$ cat src/rtl/avalon_mm_master.sv
// ---------------------------------------------------------------------------
// avalon_mm_master
//
// Avalon-MM initiator. Converts a valid/ready command interface into Avalon-MM
// read and write transfers. It honours WAITREQUEST stalls and supports pipelined
// read bursts returned through READDATAVALID.
//
// Ports
//   CLK, RESET                     clock (posedge) and asynchronous active-high reset
//   CMD_VALID / CMD_READY          command handshake; accepted when both high
//   CMD_WRITE                      1 = write, 0 = read
//   CMD_ADDRESS, CMD_WRITEDATA     target byte address and write data
//   CMD_BYTE_ENABLE                byte enables for the transfer
//   CMD_BURSTCOUNT                 read burst length (0 treated as 1), ignored on writes
//   RSP_VALID, RSP_DATA, RSP_LAST  registered read beats, last beat of each burst flagged
//   ERROR                          sticky: READDATAVALID arrived with nothing outstanding
//   ADDRESS, BYTE_ENABLE, READ, WRITE, WRITEDATA, BURSTCOUNT, BEGINBURSTTRANSFER
//                                  Avalon-MM request side
//   WAITREQUEST, READDATA, READDATAVALID
//                                  Avalon-MM slave responses
// ---------------------------------------------------------------------------
module avalon_mm_master #(
  parameter int ADDR_WIDTH  = 32,
  parameter int DATA_WIDTH  = 32,
  parameter int BURST_WIDTH = 3,
  parameter int MAX_PENDING = 4
) (
  input  logic                    CLK,
  input  logic                    RESET,
  input  logic                    CMD_VALID,
  output logic                    CMD_READY,
  input  logic                    CMD_WRITE,
  input  logic [ADDR_WIDTH-1:0]   CMD_ADDRESS,
  input  logic [DATA_WIDTH-1:0]   CMD_WRITEDATA,
  input  logic [DATA_WIDTH/8-1:0] CMD_BYTE_ENABLE,
  input  logic [BURST_WIDTH-1:0]  CMD_BURSTCOUNT,
  output logic                    RSP_VALID,
  output logic [DATA_WIDTH-1:0]   RSP_DATA,
  output logic                    RSP_LAST,
  output logic                    ERROR,
  output logic [ADDR_WIDTH-1:0]   ADDRESS,
  output logic [DATA_WIDTH/8-1:0] BYTE_ENABLE,
  output logic                    READ,
  output logic                    WRITE,
  output logic [DATA_WIDTH-1:0]   WRITEDATA,
  output logic [BURST_WIDTH-1:0]  BURSTCOUNT,
  output logic                    BEGINBURSTTRANSFER,
  input  logic                    WAITREQUEST,
  input  logic [DATA_WIDTH-1:0]   READDATA,
  input  logic                    READDATAVALID
);

  localparam int PEND_W = $clog2(MAX_PENDING + 1);
  localparam int PTR_W  = (MAX_PENDING > 1) ? $clog2(MAX_PENDING) : 1;
  localparam int CMP_W  = PEND_W + BURST_WIDTH;

  typedef enum logic {
    IDLE,
    REQ
  } state_t;

  state_t state, state_next;

  logic [PEND_W-1:0]      pending;
  logic [PEND_W-1:0]      fifo_count;
  logic [BURST_WIDTH-1:0] fifo_mem [MAX_PENDING];
  logic [PTR_W-1:0]       wr_ptr, rd_ptr;
  logic [BURST_WIDTH-1:0] beat_cnt;
  logic [BURST_WIDTH-1:0] eff_burst;

  logic credit_ok;
  logic fifo_full;
  logic cmd_accept;
  logic xfer_taken;
  logic rd_taken;
  logic beat_valid;
  logic beat_last;

  function automatic logic [PTR_W-1:0] ptr_inc(input logic [PTR_W-1:0] p);
    return (p == PTR_W'(MAX_PENDING - 1)) ? '0 : p + 1'b1;
  endfunction

  // Read credit check and response-side decode. A read is only accepted when
  // its whole burst fits under the outstanding-beat limit. A READDATAVALID with
  // nothing outstanding is not a real beat, so it never reaches the response path.
  always_comb begin
    eff_burst  = (CMD_BURSTCOUNT == '0) ? BURST_WIDTH'(1) : CMD_BURSTCOUNT;
    credit_ok  = (CMP_W'(pending) + CMP_W'(eff_burst)) <= CMP_W'(MAX_PENDING);
    fifo_full  = (fifo_count == PEND_W'(MAX_PENDING));
    beat_valid = READDATAVALID && (pending != '0);
    beat_last  = beat_valid && ((beat_cnt + 1'b1) == fifo_mem[rd_ptr]);
  end

  // State register.
  always_ff @(posedge CLK or posedge RESET) begin
    if (RESET) state <= IDLE;
    else       state <= state_next;
  end

  // Next state and handshake. A command is accepted only in IDLE. REQ ends on
  // the first cycle the slave is not stalling.
  always_comb begin
    state_next = state;
    CMD_READY  = 1'b0;
    xfer_taken = 1'b0;
    case (state)
      IDLE: begin
        CMD_READY = !RESET && (CMD_WRITE || credit_ok) && !fifo_full;
        if (CMD_VALID && CMD_READY) state_next = REQ;
      end
      REQ: begin
        if (!WAITREQUEST) begin
          xfer_taken = 1'b1;
          state_next = IDLE;
        end
      end
      default: state_next = IDLE;
    endcase
    cmd_accept = CMD_VALID && CMD_READY;
    rd_taken   = xfer_taken && READ;
  end

  // Avalon request registers. These are captured at accept and held through
  // any stall. Only the strobes drop once the slave takes the transfer.
  always_ff @(posedge CLK or posedge RESET) begin
    if (RESET) begin
      ADDRESS            <= '0;
      BYTE_ENABLE        <= '0;
      WRITEDATA          <= '0;
      BURSTCOUNT         <= '0;
      READ               <= 1'b0;
      WRITE              <= 1'b0;
      BEGINBURSTTRANSFER <= 1'b0;
    end else if (cmd_accept) begin
      ADDRESS            <= CMD_ADDRESS;
      BYTE_ENABLE        <= CMD_BYTE_ENABLE;
      WRITEDATA          <= CMD_WRITEDATA;
      BURSTCOUNT         <= CMD_WRITE ? BURST_WIDTH'(1) : eff_burst;
      READ               <= !CMD_WRITE;
      WRITE              <= CMD_WRITE;
      BEGINBURSTTRANSFER <= 1'b1;
    end else begin
      BEGINBURSTTRANSFER <= 1'b0;
      if (xfer_taken) begin
        READ  <= 1'b0;
        WRITE <= 1'b0;
      end
    end
  end

  // Outstanding-beat counter and burst-length FIFO. An issued burst and a
  // returning beat in the same cycle net together. The FIFO head holds the length of
  // the burst currently returning, so it is popped on that burst's last beat.
  always_ff @(posedge CLK or posedge RESET) begin
    if (RESET) begin
      pending    <= '0;
      fifo_count <= '0;
      wr_ptr     <= '0;
      rd_ptr     <= '0;
      for (int i = 0; i < MAX_PENDING; i++) fifo_mem[i] <= '0;
    end else begin
      pending    <= pending + (rd_taken ? PEND_W'(BURSTCOUNT) : '0) - PEND_W'(beat_valid);
      fifo_count <= fifo_count + PEND_W'(rd_taken) - PEND_W'(beat_last);
      if (rd_taken) begin
        fifo_mem[wr_ptr] <= BURSTCOUNT;
        wr_ptr           <= ptr_inc(wr_ptr);
      end
      if (beat_last) rd_ptr <= ptr_inc(rd_ptr);
    end
  end

  // Response path: beats are re-timed by one cycle. The beat counter restarts
  // after each burst's final beat. ERROR latches on a beat that nobody asked for.
  always_ff @(posedge CLK or posedge RESET) begin
    if (RESET) begin
      RSP_VALID <= 1'b0;
      RSP_DATA  <= '0;
      RSP_LAST  <= 1'b0;
      beat_cnt  <= '0;
      ERROR     <= 1'b0;
    end else begin
      RSP_VALID <= beat_valid;
      RSP_LAST  <= beat_last;
      if (beat_valid) begin
        RSP_DATA <= READDATA;
        beat_cnt <= beat_last ? '0 : beat_cnt + 1'b1;
      end
      if (READDATAVALID && (pending == '0)) ERROR <= 1'b1;
    end
  end

endmodule

$ cat config.mk
export PLATFORM = sky130hd
export DESIGN_NAME = avalon_mm_master
export DESIGN_NICKNAME = d
export VERILOG_FILES = /design/src/rtl/avalon_mm_master.sv
export SDC_FILE = /design/constraint.sdc
export NUM_CORES = 1
export LEC_CHECK = 0
export BUFFER_PORTS_ARGS = -buffer_cell sky130_fd_sc_hd__buf_4
export CAP_MARGIN = 10
export CORE_ASPECT_RATIO = 1.75
export CORE_MARGIN = 2
export CORE_UTILIZATION = 44
export CTS_BUF_LIST = sky130_fd_sc_hd__clkbuf_16
export CTS_CLUSTER_DIAMETER = 50
export DETAILED_ROUTE_END_ITERATION = 8
export GPL_TIMING_DRIVEN = 0
export PLACE_DENSITY_LB_ADDON = 0.08
export SYNTH_ARGS = -nofsm -noshare
export SYNTH_HDL_FRONTEND = slang
export SYNTH_SLANG_ARGS = --single-unit
$ cat constraint.sdc
create_clock -name CLK -period 4.3 [get_ports CLK]
set_input_delay 0.43 -clock CLK [delete_from_list [all_inputs] [get_ports CLK]]
set_output_delay 0.43 -clock CLK [all_outputs]
set_load 0.02 [all_outputs]
# ---- Yosys cells after proc, flatten, opt, wreduce, memory -nomap -nowiden
# Index checks and enable logic that the tools add are counted.
dict set report classes {
  addsub 8
  order_cmp 4
  n_eq_ne 4
  mux 22
  bitwise_logic 3
  n_reduce_logical 17
}
# operator count
set ops {}
lappend ops {{3-bit two-way mux} 7}
lappend ops {{12-bit bitwise mux} 1}
lappend ops {{1-bit logical AND} 9}
lappend ops {{1-bit two-way mux} 9}
lappend ops {{3-bit binary-select mux with 2-bit select} 1}
lappend ops {{3-bit demux with 2-bit select} 1}
lappend ops {{3-bit greater-or-equal comparator, second input constant} 2}
lappend ops {{3-bit logical NOT} 2}
lappend ops {{2-bit inverter with 3-bit output} 2}
lappend ops {{3-bit by 1-bit subtractor with 3-bit output} 2}
lappend ops {{2-bit by 1-bit adder with 2-bit output, second input constant} 2}
lappend ops {{3-bit by 3-bit adder with 4-bit output} 1}
lappend ops {{2-bit == test, second input constant} 2}
lappend ops {{4-bit by 3-bit <= comparator with 1-bit output, second input constant} 1}
lappend ops {{2-bit two-way mux} 2}
lappend ops {{3-bit by 1-bit adder with 3-bit output} 1}
lappend ops {{3-bit by 1-bit adder with 3-bit output, second input constant} 1}
lappend ops {{3-bit adder} 1}
lappend ops {{3-bit == test} 1}
lappend ops {{3-bit == test, second input constant} 1}
lappend ops {{1-bit logical NOT} 3}
lappend ops {{3-bit by 1-bit less-than comparator with 1-bit output, second input constant} 1}
lappend ops {{3-bit nonzero test} 1}
lappend ops {{1-bit case mux with 2 select lines} 1}
lappend ops {{other kinds (3)} 3}
dict set report word_totals {
  ff_bits 135
  in_bits 109
  output_inout_bits 110
  wordCells 79
}

# ---- Depth between registers and ports, before layout
dict set report logic_depth {
  word_depth 10
  depth_mapped 13
}

# ---- Least setup slack after synthesis
# OpenSTA, ideal clock, no wires.
dict set report synth_timing {
  kind {input-to-output}
  startpoint {input CMD_BURSTCOUNT[1]}
  endpoint {output CMD_READY}
  arrival_ns 2.919
  t_required_ns 3.870
  slack_ns 0.951
  stages 8
  n_path_buf 0
  path_cell_list {o21bai_1 -> ha_1 -> inv_1 -> fa_1 -> nand2b_1 -> a221oi_1 -> nor2_1 -> a2111oi_0}
}
dict set report synth_via {
  elab_chain_cells 8
}
# element line_no
set synth_rtl {}
lappend synth_rtl {{start: declaration} 36} ;# input logic [BURST_WIDTH-1:0] CMD_BURSTCOUNT,
lappend synth_rtl {{3-bit logical NOT} 87} ;# eff_burst = (CMD_BURSTCOUNT == '0) ? BURST_WIDTH'(1) : CMD_BURSTCOUNT;
lappend synth_rtl {{3-bit two-way mux *} 87}
lappend synth_rtl {{3-bit by 3-bit adder with 4-bit output *} 88} ;# credit_ok = (CMP_W'(pending) + CMP_W'(eff_burst)) <= CMP_W'(MAX_PENDING);
lappend synth_rtl {{4-bit by 3-bit <= comparator with 1-bit output *} 88}
lappend synth_rtl {{1-bit logical OR *} 108} ;# CMD_READY = !RESET && (CMD_WRITE || credit_ok) && !fifo_full;
lappend synth_rtl {{1-bit logical AND * (2 in series)} 108}
lappend synth_rtl {{1-bit two-way mux *} 106} ;# case (state)
lappend synth_rtl {{end: declaration} 31} ;# output logic CMD_READY,
# Mark *: on every way between the ends. The rest lies on a longest branch, timed or not.

# ---- Worst setup path in the final report
dict set report layout_timing {
  startpoint {register pending[0]}
  endpoint {output CMD_READY}
}
dict set report layout_via {
  elab_chain_cells 6
}
# element line_no
set layout_rtl {}
lappend layout_rtl {{start: declaration} 64} ;# logic [PEND_W-1:0] pending;
lappend layout_rtl {{start signal: assignment} 162} ;# pending <= pending + (rd_taken ? PEND_W'(BURSTCOUNT) : '0) - PEND_W'(beat_valid);
lappend layout_rtl {{3-bit by 3-bit adder with 4-bit output} 88}
lappend layout_rtl {{4-bit by 3-bit <= comparator with 1-bit output} 88}
lappend layout_rtl {{1-bit logical OR} 108}
lappend layout_rtl {{1-bit logical AND (2 in series)} 108}
lappend layout_rtl {{1-bit two-way mux} 106}
# No other way between the ends.

==> impl_metrics.env <==
export IMPL_status="finished clean"
export IMPL_cp_arrival_ns=2.82
export IMPL_drive_above_1_share=0.505
export IMPL_final_setup_skew_ns=0.0103
export IMPL_yosys_area_share_xor_xnor=0.0159
export IMPL_start_util=0.447
export IMPL_grt_max_degree=84
export IMPL_cts_tree="yes"
export IMPL_post_place_ws_ns=0.995
export IMPL_drc_errors=0
export IMPL_cts_buffers=17
export IMPL_rr_worst_depth=9
export IMPL_required_ns=3.87
export IMPL_vias_per_cell=4.67
export IMPL_ir_worst_vdd_mv=0.409
export IMPL_drtPass1Iterations=4
export IMPL_synthCells=426
export IMPL_grt_total_usage=0.202
export IMPL_p_per_area_mw_per_mm2=781
export IMPL_avgSynthCellArea_um2=13.0
export IMPL_relSlewSlack=0.624
export IMPL_instances_no_fill=845
export IMPL_grt_overflow_total=0
export IMPL_synthArstFlopShare=1.00
export IMPL_fp_dieW_um=88.7
export IMPL_ys_flop_type="dfrtp_1"
export IMPL_clk_pin_slew_ns=0.06
export IMPL_post_cts_buffers=0
export IMPL_num_rows=54
export IMPL_yosysMostFrequentCell="dfrtp_1"
export IMPL_worst_skew_pair_late_latency_ns=0.41
export IMPL_worst_r2r_setup_slack_ns=1.35
export IMPL_r2r_start="rd_ptr[0]"
export IMPL_core_area_mm2=0.0124
export IMPL_ctsHoldBuffers=0
export IMPL_power_static_leakage_uw=0.00402
export IMPL_synth_fa_ha_area_frac=0.0426
export IMPL_synth_compound_area_frac=0.0256
export IMPL_grt_pass1_vias=4184
export IMPL_vias=3950
export IMPL_place_congestion=0.764
export IMPL_htree_levels=4
export IMPL_finalWorstSetupSlack_ns=1.05
export IMPL_maxCapViolations=0
export IMPL_yosysTopAreaCell="dfrtp_1"
export IMPL_fin_crit_ns=3.25
export IMPL_synth_edff_count=0
export IMPL_avgRoutedWirePerCell_um=15.4
export IMPL_ys_seq_area_frac=0.612
export IMPL_syn_cell_area_mm2=0.00552
export IMPL_io_pins=219
export IMPL_fin_nets=790
export IMPL_syn_nets=552
export IMPL_crit_type="flip-flop to primary output"
export IMPL_synth_area_leaders="dfrtp_1, mux2_2, nand2_1"
export IMPL_antenna_left=0
export IMPL_synth_top_family_by_area="multiplexers"
export IMPL_synthMuxAreaShare=0.181
export IMPL_cts_buffer_depth=2
export IMPL_worstMarginPinSlew_ns=0.565
export IMPL_synth_common_cells="dfrtp_1, nand2_1, mux2_2"
export IMPL_yosys_area_top_type_share=0.612
export IMPL_clock_sinks=135
export IMPL_ctsResizeCount=0
export IMPL_crit_fanout=4
export IMPL_synth_simple_area_share=0.0936
export IMPL_grt_first_pass_wirelength_um=21000
export IMPL_yosysWarningCount=0
export IMPL_r2r_end="fifo_count[2]"
export IMPL_dieArea_mm2=0.0135
export IMPL_placed_cells=813
export IMPL_fin_crit_sh=0.756
export IMPL_dr_first_iter_drc_count=134
export IMPL_yosys_register_bits=135
export IMPL_worst_setup_path_end_kind="primary output"
export IMPL_max_freq_mhz=308
export IMPL_area_delta_synth_final_pct=44.9
export IMPL_slew_viol_final=0
export IMPL_hold_viol_final=0
export IMPL_rsz0062_at_grt="no"
export IMPL_die_h_um=152
export IMPL_setup_viol=0
export IMPL_finalWirelength_um=13000
export IMPL_antenna_found_initial=0
export IMPL_startpoint_type="flip-flop"
export IMPL_portBuffers=218
export IMPL_dp_final_hpwl_um=9730
export IMPL_yosysUniqueCellTypes=33
export IMPL_hold_class="input pin to async pin"
export IMPL_n_antenna_cell=0
export IMPL_root_buffer="clkbuf_16"
[registers in the layout (all words and copies together), names as in the netlist, 2 cells and up]
register     cells
ADDRESS         32
RSP_DATA        32
WRITEDATA       32
fifo_mem        12
BYTE_ENABLE      4
BURSTCOUNT       3
beat_cnt         3
fifo_count       3
pending          3
rd_ptr           2
wr_ptr           2
[cells by family after synthesis]
group,count (synthesis)
DFF,135
muxes,85
adders and majority gates,17
xor gates and xnor gates,10
and+or+nand+nor,127
AOI/OAI and AO/OA,17
buffers and inverters,35
[area by class of cell]
type	count	area (um^2)
plain buffers	15	86.3
clock buffers	17	425
clock inverters	15	175
fillers	1060	4360
inverters	20	80.1
multi-input cells	256	1980
flip-flops and latches	135	3380
well taps	168	210
repair buffers	219	1660
[worst max-delay path by stage]
stage	slack [ns]	endpoint	startpoint
final	1.05	CMD_READY	pending[0]
after global routing	0.83	CMD_READY	pending[0]
after CTS	1.01	CMD_READY	pending[0]
after detailed placement	0.99	ADDRESS[28]	CMD_BURSTCOUNT[1]
after global placement	-1.23	ADDRESS[7]	RESET
after floorplan	0.26	ADDRESS[0]	RESET
[cell usage in the layout, fill, tap and decap left out, types with 6 or more instances in the layout]
master / instances
buf_4: 226
xnor2_1: 8
mux2_2: 80
clkbuf_1: 6
ha_1: 14
inv_1: 18
nand2_1: 111
dfrtp_1: 135
clkbuf_16: 17
[critical path, cell delays in order, from the launching register on]
cell and delay, ns:
dfrtp_1 0.38, ha_1 0.19, inv_1 0.06, fa_1 0.49, nand2b_1 0.06, a221oi_1 0.50
nor2_1 0.10, a2111oi_0 0.42, buf_4 0.22
[power by group]
group | total (uW) | switching [uW] | internal (uW)
combinational | 2600 | 1350 | 1260
sequential | 2190 | 350 | 1840
clock | 1460 | 550 | 913
total | 6250 | 2250 | 4010
[layer usage]
layer	routed length [um]	track usage
met1	4650	0.215
met2	7350	0.372
met3	764	0.0477
met4	254	0.0736
met5	0	0
[metrics by stage]
stage,area (um^2),util,total power (uW),hold WS (ns),TNS (ns)
floorplan,5520,-,3710,0.453,0
global placement,7370,0.596,4740,0.441,-165.39
CTS,8000,0.647,6340,0.0908,0
detailed placement,7400,0.599,4840,0.447,0
global route,8000,0.647,6630,0.111,0
finish,8000,0.647,6250,0.0823,0
No activity file was read; power rests on OpenSTA's default activity.
